$ cat config.mk
export PLATFORM = sky130hd
export DESIGN_NAME = alu_mdu_ctrl
export DESIGN_NICKNAME = d
export VERILOG_FILES = /design/src/rtl/alu_mdu_ctrl.sv
export SDC_FILE = /design/constraint.sdc
export NUM_CORES = 1
export LEC_CHECK = 0
export CAP_MARGIN = 20
export CORE_UTILIZATION = 57
export DETAILED_ROUTE_END_ITERATION = 7
export PLACE_DENSITY = 0.76
export SLEW_MARGIN = 20
export SYNTH_ARGS = -nofsm -noshare
export SYNTH_HDL_FRONTEND = slang
export SYNTH_SLANG_ARGS = --single-unit
$ cat constraint.sdc
create_clock -name clk -period 10.34 [get_ports clk]
set_input_delay 1.034 -clock clk [delete_from_list [all_inputs] [get_ports clk]]
set_output_delay 1.034 -clock clk [all_outputs]
set_load 0.05 [all_outputs]
$ cat src/rtl/alu_mdu_ctrl.sv
// alu_mdu_ctrl: base ALU select decode plus an iterative M-extension unit
// (shift-add multiply, restoring divide; one bit per cycle).
// Build option RV_MDU_DIV_EN: when defined, the DIV state and restoring
// divider are compiled in; otherwise DIV/DIVU/REM/REMU complete at once
// with illegal=1 and result 0.
module alu_mdu_ctrl #(
    parameter int XLEN = 32
) (
    input  logic            clk,
    input  logic            rst,
    input  logic            valid_in,
    input  logic [1:0]      ALUOp,
    input  logic [2:0]      funct3,
    input  logic [6:0]      funct7,
    input  logic [XLEN-1:0] op_a,
    input  logic [XLEN-1:0] op_b,
    output logic [3:0]      ALUSel,
    output logic            md_sel,
    output logic            stall,
    output logic [XLEN-1:0] result,
    output logic            done,
    output logic            illegal
);

    // state | meaning
    // IDLE  | waiting for an M-op request
    // MUL   | shift-add multiply, one multiplier bit per cycle
    // DIV   | restoring divide, one quotient bit per cycle
    // DONE  | result valid, done pulse
    typedef enum logic [1:0] {
        S_IDLE = 2'd0,
        S_MUL  = 2'd1,
`ifdef RV_MDU_DIV_EN
        S_DIV  = 2'd2,
`endif
        S_DONE = 2'd3
    } state_t;

    localparam logic [3:0] ALU_ADD  = 4'b0000;
    localparam logic [3:0] ALU_SLL  = 4'b0001;
    localparam logic [3:0] ALU_SLT  = 4'b0010;
    localparam logic [3:0] ALU_SLTU = 4'b0011;
    localparam logic [3:0] ALU_XOR  = 4'b0100;
    localparam logic [3:0] ALU_SRL  = 4'b0101;
    localparam logic [3:0] ALU_OR   = 4'b0110;
    localparam logic [3:0] ALU_AND  = 4'b0111;
    localparam logic [3:0] ALU_SUB  = 4'b1000;
    localparam logic [3:0] ALU_SRA  = 4'b1101;

    localparam int CW = $clog2(XLEN) + 1;

    state_t            state, state_nxt;
    logic [CW-1:0]     cnt_q;
    logic [2*XLEN-1:0] prod_q;   // mul: {acc_hi, multiplier}; div: {remainder, quotient}
    logic [XLEN-1:0]   opnd_q;   // multiplicand or divisor magnitude
    logic [1:0]        f3_q;
    logic              neg_q;
    logic              ill_q;

    logic              accept, is_div, sign_a, sign_b, a_neg, b_neg;
    logic [XLEN-1:0]   a_mag, b_mag;
    logic [XLEN:0]     mul_sum;
    logic [2*XLEN-1:0] mul_next, mul_full;
    logic [XLEN-1:0]   mul_res;

    // Combinational ALU select and M-op detection
    always_comb begin
        md_sel = (ALUOp == 2'b10) && (funct7 == 7'b0000001);
        ALUSel = ALU_ADD;
        if (!md_sel) begin
            case (ALUOp)
                2'b00: ALUSel = ALU_ADD;
                2'b01: ALUSel = ALU_SUB;
                default: begin
                    case (funct3)
                        3'b000:  ALUSel = (ALUOp == 2'b10 && funct7[5]) ? ALU_SUB : ALU_ADD;
                        3'b001:  ALUSel = ALU_SLL;
                        3'b010:  ALUSel = ALU_SLT;
                        3'b011:  ALUSel = ALU_SLTU;
                        3'b100:  ALUSel = ALU_XOR;
                        3'b101:  ALUSel = funct7[5] ? ALU_SRA : ALU_SRL;
                        3'b110:  ALUSel = ALU_OR;
                        default: ALUSel = ALU_AND;
                    endcase
                end
            endcase
        end
    end

    // Request decode: operand signedness and magnitudes
    always_comb begin
        accept = (state == S_IDLE) && valid_in && md_sel;
        is_div = funct3[2];
        case (funct3)
            3'b000, 3'b001, 3'b100, 3'b110: begin sign_a = 1'b1; sign_b = 1'b1; end
            3'b010:                         begin sign_a = 1'b1; sign_b = 1'b0; end
            default:                        begin sign_a = 1'b0; sign_b = 1'b0; end
        endcase
        a_neg = sign_a && op_a[XLEN-1];
        b_neg = sign_b && op_b[XLEN-1];
        a_mag = a_neg ? (0 - op_a) : op_a;
        b_mag = b_neg ? (0 - op_b) : op_b;
    end

    // Multiply step: conditional add into the upper half, then shift right
    always_comb begin
        mul_sum  = {1'b0, prod_q[2*XLEN-1:XLEN]} + (prod_q[0] ? {1'b0, opnd_q} : '0);
        mul_next = {mul_sum, prod_q[XLEN-1:1]};
        mul_full = neg_q ? (0 - mul_next) : mul_next;
        mul_res  = (f3_q == 2'b00) ? mul_full[XLEN-1:0] : mul_full[2*XLEN-1:XLEN];
    end

`ifdef RV_MDU_DIV_EN
    logic              div_zero, div_ovf;
    logic [XLEN:0]     div_shift, div_diff;
    logic [2*XLEN-1:0] div_next;
    logic [XLEN-1:0]   div_pick, div_res;

    // Restoring divide step plus the zero-divisor / overflow shortcuts
    always_comb begin
        div_zero  = (op_b == '0);
        div_ovf   = sign_a && (op_a == {1'b1, {(XLEN-1){1'b0}}}) && (op_b == '1);
        div_shift = {prod_q[2*XLEN-1:XLEN], prod_q[XLEN-1]};
        div_diff  = div_shift - {1'b0, opnd_q};
        div_next  = div_diff[XLEN] ? {div_shift[XLEN-1:0], prod_q[XLEN-2:0], 1'b0}
                                   : {div_diff[XLEN-1:0],  prod_q[XLEN-2:0], 1'b1};
        div_pick  = f3_q[1] ? div_next[2*XLEN-1:XLEN] : div_next[XLEN-1:0];
        div_res   = neg_q ? (0 - div_pick) : div_pick;
    end
`endif

    // State register
    always_ff @(posedge clk) begin
        if (rst) state <= S_IDLE;
        else     state <= state_nxt;
    end

    // Next-state logic
    always_comb begin
        state_nxt = state;
        case (state)
            S_IDLE: begin
                if (accept) begin
`ifdef RV_MDU_DIV_EN
                    if (is_div) state_nxt = (div_zero || div_ovf) ? S_DONE : S_DIV;
                    else        state_nxt = S_MUL;
`else
                    state_nxt = is_div ? S_DONE : S_MUL;
`endif
                end
            end
            S_MUL:  if (cnt_q == CW'(1)) state_nxt = S_DONE;
`ifdef RV_MDU_DIV_EN
            S_DIV:  if (cnt_q == CW'(1)) state_nxt = S_DONE;
`endif
            default: state_nxt = S_IDLE;
        endcase
    end

    // Outputs decoded from state
    always_comb begin
        done    = (state == S_DONE);
        illegal = (state == S_DONE) && ill_q;
        stall   = accept || (state == S_MUL)
`ifdef RV_MDU_DIV_EN
                  || (state == S_DIV)
`endif
                  ;
    end

    // Datapath: operand capture, iteration, result write on entry to DONE
    always_ff @(posedge clk) begin
        if (rst) begin
            cnt_q  <= '0;
            prod_q <= '0;
            opnd_q <= '0;
            f3_q   <= '0;
            neg_q  <= 1'b0;
            ill_q  <= 1'b0;
            result <= '0;
        end else begin
            case (state)
                S_IDLE: begin
                    if (accept) begin
                        cnt_q  <= CW'(XLEN);
                        f3_q   <= funct3[1:0];
                        ill_q  <= 1'b0;
                        neg_q  <= (is_div && funct3[1]) ? a_neg : (a_neg ^ b_neg);
                        opnd_q <= is_div ? b_mag : a_mag;
                        prod_q <= {{XLEN{1'b0}}, is_div ? a_mag : b_mag};
`ifdef RV_MDU_DIV_EN
                        // Quotient of x/0 is all ones; remainder is the dividend.
                        if (is_div && div_zero)
                            result <= funct3[1] ? op_a : '1;
                        else if (is_div && div_ovf)
                            result <= funct3[1] ? '0 : op_a;
`else
                        if (is_div) begin
                            ill_q  <= 1'b1;
                            result <= '0;
                        end
`endif
                    end
                end
                S_MUL: begin
                    prod_q <= mul_next;
                    cnt_q  <= cnt_q - CW'(1);
                    if (cnt_q == CW'(1)) result <= mul_res;
                end
`ifdef RV_MDU_DIV_EN
                S_DIV: begin
                    prod_q <= div_next;
                    cnt_q  <= cnt_q - CW'(1);
                    if (cnt_q == CW'(1)) result <= div_res;
                end
`endif
                default: ;
            endcase
        end
    end

endmodule

==> metrics, run 1 <==
synth warn 0; largest net degree at the start of global routing 91; Clock transition at path regs 0.06 ns; largest area contributor in the netlist dfxtp_1; Worst Tran Pin Value 1.15 ns; DR WL/cell 19.6 um; dpl ws 5.55 ns; Syn Inst Count 1569; Final Setup Violations 0; part of the cycle the worst path needs 46.6%; Max transition margin 22.2%; critical setup path kind in -> out; CP delay by family, top buffers and inverters; footprint of the multi-input gates 7950 um^2; Yosys top cell area share 24.8%; met1 GRT Util 48.6%; CTS root buffer clkbuf_16; Buffers on Ports 118; Post-synth EDFFs 0; final setup margin 5.53 ns; Layout Skew 0.0157 ns; RSZ-0062 raised after global routing false; sequential element share of the synthesized area 24.8%; H-tree lvl count 4; Sequential Area 2800 um^2; Tot GR Track Use 37.0%; DP HPWL 27.7 mm; Avg Cell Area, Syn 7.22 um^2; nets 1728; GPL Wtd Cong 1.01; Post-CTS Resized 0; Max-Cap Viols 0; Pleak 4.86 nW; remaining global-route overflow 0; Clock Path Buffers 2; Syn Nets 1686; vias per cell 6.41; DR iter-0 viols 1478; share of layout cells above drive strength 1 5.36%; Mapped Area 11300 um^2; slowest CP cell clkdlybuf4s50_1; GR Util met2 57.5%; Max rail drop VDD 0.107 mV; Setup crit start kind primary input; Total Routed Length 37.1 mm; r2r worst-path depth 14; initial core utilization 58.2%; PwrDens 101 nW/um^2; CP Depth 9; global-route wire length before repair 58.2 mm; Buf+Inv Stages, Crit Path 5; Hold-fix buffers, CTS 0; maximum clock rate 208 MHz; met3 usage 7.31%; DRC Markers 0; Netlist cell types 90; DR pass1 iterations 5; Worst Setup End Kind output pin; Largest stage delay, worst path 0.79 ns; chain of cells forming the critical path clkdlybuf4s50_1 > nor4_1 > nand4_1 > inv_1 > and3_2 > buf_4 > nor2_2 > inv_1 > clkdlybuf4s50_1; core area 19500 um^2; CP Max Fanout 50; Num CTS Buffers 17; Rows 51; Worst-Skew Late Latency 0.44 ns; status finished clean; number of global-route vias before repair 10800; clock sink count 140; WP data required 9.31 ns; GRT Max-Usage Layer met2; Worst Hold Path Cells 2; die area 20400 um^2; IO Count 119; DRT antenna net count 0; Antenna Diode Count 0; Worst EP arrival 3.78 ns; antenna violations before repair 0; Final Hold Vio Count 0; Area Growth Syn to Fin 15.6%; setup_tns 0 ns; FILL cells 1715; fin crit period 4.81 ns; hold crit path type reg -> reg; top_reg_cell synth dfxtp_1; Synth area leaders dfxtp_1, a21oi_1, nand2_1; Slew Limit Fails 0; CTS tree yes; Post-CTS Setup Inserts 0; Die Ht 143 um; Synth Register Bits 140; fraction of registers with async set or reset after synthesis 0%; routed via count 12100; Die X 143 um
final cells by class:
| cell class | instances | share of cell area (%) |
|---|---|---|
| multi-input cells | 1286 | 60.7 |
| well taps | 265 | 2.53 |
| repair buffers | 133 | 9.83 |
| flip-flops and latches | 140 | 21.4 |
| clock buffers | 19 | 3.38 |
| clock inverters | 13 | 1.20 |
| inverters | 33 | 0.946 |
synth_stat cells, drive strengths merged (11+ instances only):
cell	n
nand2	197
a21oi	161
nor2	150
dfxtp	140
clkbuf	95
o21ai	87
xor2	61
xnor2	59
nand3	56
o211ai	53
and2	44
nor3	39
a22oi	38
ha	37
inv	33
a211oi	27
nor4	23
or3	21
o31ai	16
a31oi	15
and3	15
or4	15
mux2i	14
nand4	14
buf	13
nor2b	13
o41ai	13
nand2b	12
a21boi	11
flip-flops by register name (all words and copies together) (netlist names):
| register | flops |
|---|---|
| neg_q | 1 |
| result | 32 |
| state | 2 |
| opnd_q | 32 |
| cnt_q | 6 |
| f3_q | 2 |
| prod_q | 64 |
| ill_q | 1 |
path summary, 6_finish.rpt:
path / from / end / slack (ns)
worst min-delay path: opnd_q[19] / opnd_q[19] / 0.44
worst max-delay path: funct7[2] / stall / 5.53
worst max register to register: prod_q[0] / result[29] / 5.58
worst min register to register: opnd_q[19] / opnd_q[19] / 0.44
layer usage:
| layer | wire, um | part of all wire (%) |
|---|---|---|
| met1 | 15700 | 42 |
| met2 | 16400 | 44 |
| met3 | 3300 | 8.9 |
| met4 | 1690 | 4.5 |
| met5 | 0 | 0 |
where the power goes:
part	internal, mW	leakage, nW	total, mW	switching (mW)
registers	0.539	1.13	0.540	0.000331
logic	0.0573	3.44	0.139	0.0815
clock network	0.368	0.285	0.638	0.270
worst min-delay path, cell delays in order (launching register included):
cell	delay [ns]
dfxtp_1	0.30
nand2_1	0.05
a21oi_1	0.05
cells by family (layout without fill, tap and decap cells):
kind of cell / Yosys count / in the layout / synth area share (%)
fa+ha+maj: 38 / 38 / 4.27
compound gates: 490 / 490 / 28.1
simple gates: 623 / 623 / 26.9
buf+inv: 143 / 198 / 5.38
mux: 15 / 15 / 1.34
flops: 140 / 140 / 24.8
xor+xnor: 120 / 120 / 9.28
cells in the final DEF, fill, tap and decap left out, types with 32 or more instances in the layout:
| master | n |
|---|---|
| a21oi_1 | 161 |
| a22oi_1 | 38 |
| and2_1 | 43 |
| clkdlybuf4s50_1 | 116 |
| dfxtp_1 | 139 |
| ha_1 | 37 |
| inv_1 | 32 |
| nand2_1 | 195 |
| nand3_1 | 54 |
| nor2_1 | 147 |
| nor3_1 | 38 |
| o211ai_1 | 53 |
| o21ai_0 | 84 |
| xnor2_1 | 59 |
| xor2_1 | 61 |
through the flow:
step / instances / hold slack, ns / power (mW) / utilization, % / area (um^2)
floorplan: 1569 / 0.427 / 0.629 / - / 11300
global placement: 1857 / 0.436 / 0.687 / 64.2 / 12500
detailed placement: 1857 / 0.441 / 0.689 / 64.2 / 12500
CTS: 1889 / 0.449 / 1.31 / 67.3 / 13100
global route: 1889 / 0.466 / 1.35 / 67.3 / 13100
finish: 1889 / 0.444 / 1.32 / 67.3 / 13100
(Power assumes the default switching activity.)
==> run 2: changes to the inputs <==
--- a/config.mk
+++ b/config.mk
@@ -6,9 +6,9 @@
 export NUM_CORES = 1
 export LEC_CHECK = 0
 export CAP_MARGIN = 20
-export CORE_UTILIZATION = 57
+export CORE_UTILIZATION = 53
 export DETAILED_ROUTE_END_ITERATION = 7
-export PLACE_DENSITY = 0.76
+export PLACE_DENSITY = 0.74
 export SLEW_MARGIN = 20
 export SYNTH_ARGS = -nofsm -noshare
 export SYNTH_HDL_FRONTEND = slang
==> constraint.sdc (replaced) <==
create_clock -name clk -period 4.2 [get_ports clk]
set_input_delay 0.42 -clock clk [delete_from_list [all_inputs] [get_ports clk]]
set_output_delay 0.42 -clock clk [all_outputs]
set_load 0.05 [all_outputs]
==> run 2 against run 1 <==
Against the previous run:
- utilization is 3.9 points lower
- combinational power increased by 150%
- clock-buffer cell count fell by 1
- largest power group unchanged
==> metrics, run 2 (synthesis results as in run 1) <==
remaining global-route overflow 0 (unchanged); DR WL/cell 19.7 um (+0.27%); placed instance area 12700 um^2 (+1.6%); CTS root buffer clkbuf_16; DR pass1 iterations 6 (+1); commonest non-fill, non-tap cell in the layout nand2_1; Worst Setup End Kind flip-flop; status finished clean; PwrDens 236 nW/um^2 (+130%); DP HPWL 29.0 mm (+4.7%); Max transition margin 34.2% (+12 points); DRT antenna net count 0 (unchanged); final core occ 63.4% (-3.9 points); global-route wire length before repair 58.4 mm (+0.38%); critical setup path kind reg -> reg; Die Ht 148 um (+3.7%); WP data required 4.52 ns (-4.79 ns); Worst Hold Path Cells 3 (+1); Slew Limit Fails 0 (unchanged); Num CTS Buffers 17 (unchanged); Pleak 4.97 nW (+2.3%); largest net degree at the start of global routing 73 (-20%); hold crit path type in -> reg; routed via count 12200 (+0.46%); chain of cells forming the critical path buf_4 > and2_1 > ha_1 > a21o_1 > and4_1 > or3_1 > a21boi_4 > o2111ai_2 > or3_4 > nor3_4 > nand3_1 > nor4b_2 > mux2i_1 > o21ai_1; Antenna Diode Count 0 (unchanged); Tot GR Track Use 34.2% (-2.7 points); most flop-heavy register prod_q; part of the cycle the worst path needs 94.4%; max reg flops 64 (unchanged); Clock transition at path regs 0.07 ns (about the same); top flop regs prod_q: 64 flops, opnd_q: 32 flops, result: 32 flops; footprint of the multi-input gates 7970 um^2 (+0.31%); Setup crit start kind flip-flop; r2r worst-path depth 14 (unchanged); Worst Tran Pin Value 0.986 ns (-0.167 ns); Clock Path Buffers 2 (unchanged); setup_tns 0 ns (unchanged); Sequential Area 2800 um^2 (unchanged); maximum clock rate 252 MHz; clock sink count 140 (unchanged); Max-Cap Viols 0 (unchanged); H-tree lvl count 4 (unchanged); RSZ-0062 raised after global routing false; Rows 53 (+3.9%); Final Setup Violations 0 (unchanged); nets 1753 (+1.4%); Die X 148 um (+3.7%); Largest stage delay, worst path 0.43 ns (-0.36 ns); die area 22000 um^2 (+7.4%); CP Max Fanout 23 (-54%); Buffers on Ports 118 (unchanged); most frequent cells in the layout nand2_1, a21oi_1, nor2_1; Hold-fix buffers, CTS 0 (unchanged); DRC Markers 0 (unchanged); core area 21000 um^2 (+7.7%); Max rail drop VDD 0.232 mV (+120%); fin crit period 3.97 ns; Layout Skew 0.0159 ns (+0.000206 ns); Worst EP arrival 4.28 ns (+0.50 ns); Worst-Skew Late Latency 0.44 ns (about the same); Area Growth Syn to Fin 17.3%; antenna violations before repair 0 (unchanged); number of global-route vias before repair 10600 (-1.5%); Total Routed Length 37.9 mm (+2.1%); GPL Wtd Cong 0.949 (-6.2%); vias per cell 6.32 (-1.4%); share of layout cells above drive strength 1 7.16% (+1.8 points); CTS tree yes; cell area after layout 13300 um^2 (+1.4%); DR iter-0 viols 873 (-41%); IO Count 119 (unchanged); initial core utilization 54.0% (-4.1 points); FILL cells 1919 (+12%); slowest CP cell or3_4; Final Hold Vio Count 0 (unchanged)
run 2: cell count changes in the layout (fill, tap and decap cells not counted), sizes merged:
cell	delta
bufinv	-2
clkinv	+1
clkbuf	-1
clkdlybuf4s50	-1
inv	+2
buf	+26
run 2: final timing paths:
check / from / endpoint / slack, ns
worst min-delay path: funct3[2] / ill_q / 0.40
worst max-delay path: prod_q[0] / result[29] / 0.23
worst min register to register: result[6] / result[6] / 0.45
worst max register to register: prod_q[0] / result[29] / 0.23
run 2: per-layer routing:
metal,track usage (%),share of wire (%),up-vias
met3,4.69,7.4,93
met4,17.1,4.7,0
met5,0,0,-
li1,-,-,5854
met2,53.2,44,559
met1,46.4,43,5651
run 2: critical path: cells and delay by family (launching register included):
family,cells,cell delay [ns]
buffers and inverters,1,0.24
AO/OA/AOI/OAI,4,0.77
adder cells (fa/ha/maj),1,0.24
multiplexers,1,0.23
flip-flops,1,0.34
AND/OR/NAND/NOR,7,2.05
run 2: metrics by stage:
step                      instances  hold slack (ns)  total power, mW  setup slack (ns)
after CTS                      1924            0.399             3.13             0.161
after detailed placement       1892            0.447             1.70             0.210
after global routing           1924            0.413             3.23            0.0143
final                          1924            0.397             3.13             0.234
after global placement         1892            0.438             1.69             0.309
after floorplan                1569            0.427             1.55             0.314
run 2: cell type report:
type                       count  share of cell area [%]
multi-input combinational   1286                    60.0
sequential                   140                    21.1
timing repair buffer         158                    11.1
clock buffer                  18                    3.31
tap                          275                    2.59
clock inverter                14                   0.952
inverter                      33                   0.933
run 2: timing repair:
| action | CTS | global route |
|---|---|---|
| setup endpoints to repair | 0 | 6 |
| resized for setup | 0 | 5 |
| buffers inserted | 0 | 0 |
run 2: power by group:
part           internal [mW]  switching (mW)  total (mW)  leakage (nW)
clock                  0.793           0.670        1.46         0.270
combinational          0.142           0.201       0.343          3.57
sequential              1.33        0.000798        1.33          1.13
total                   2.26           0.872        3.13          4.97
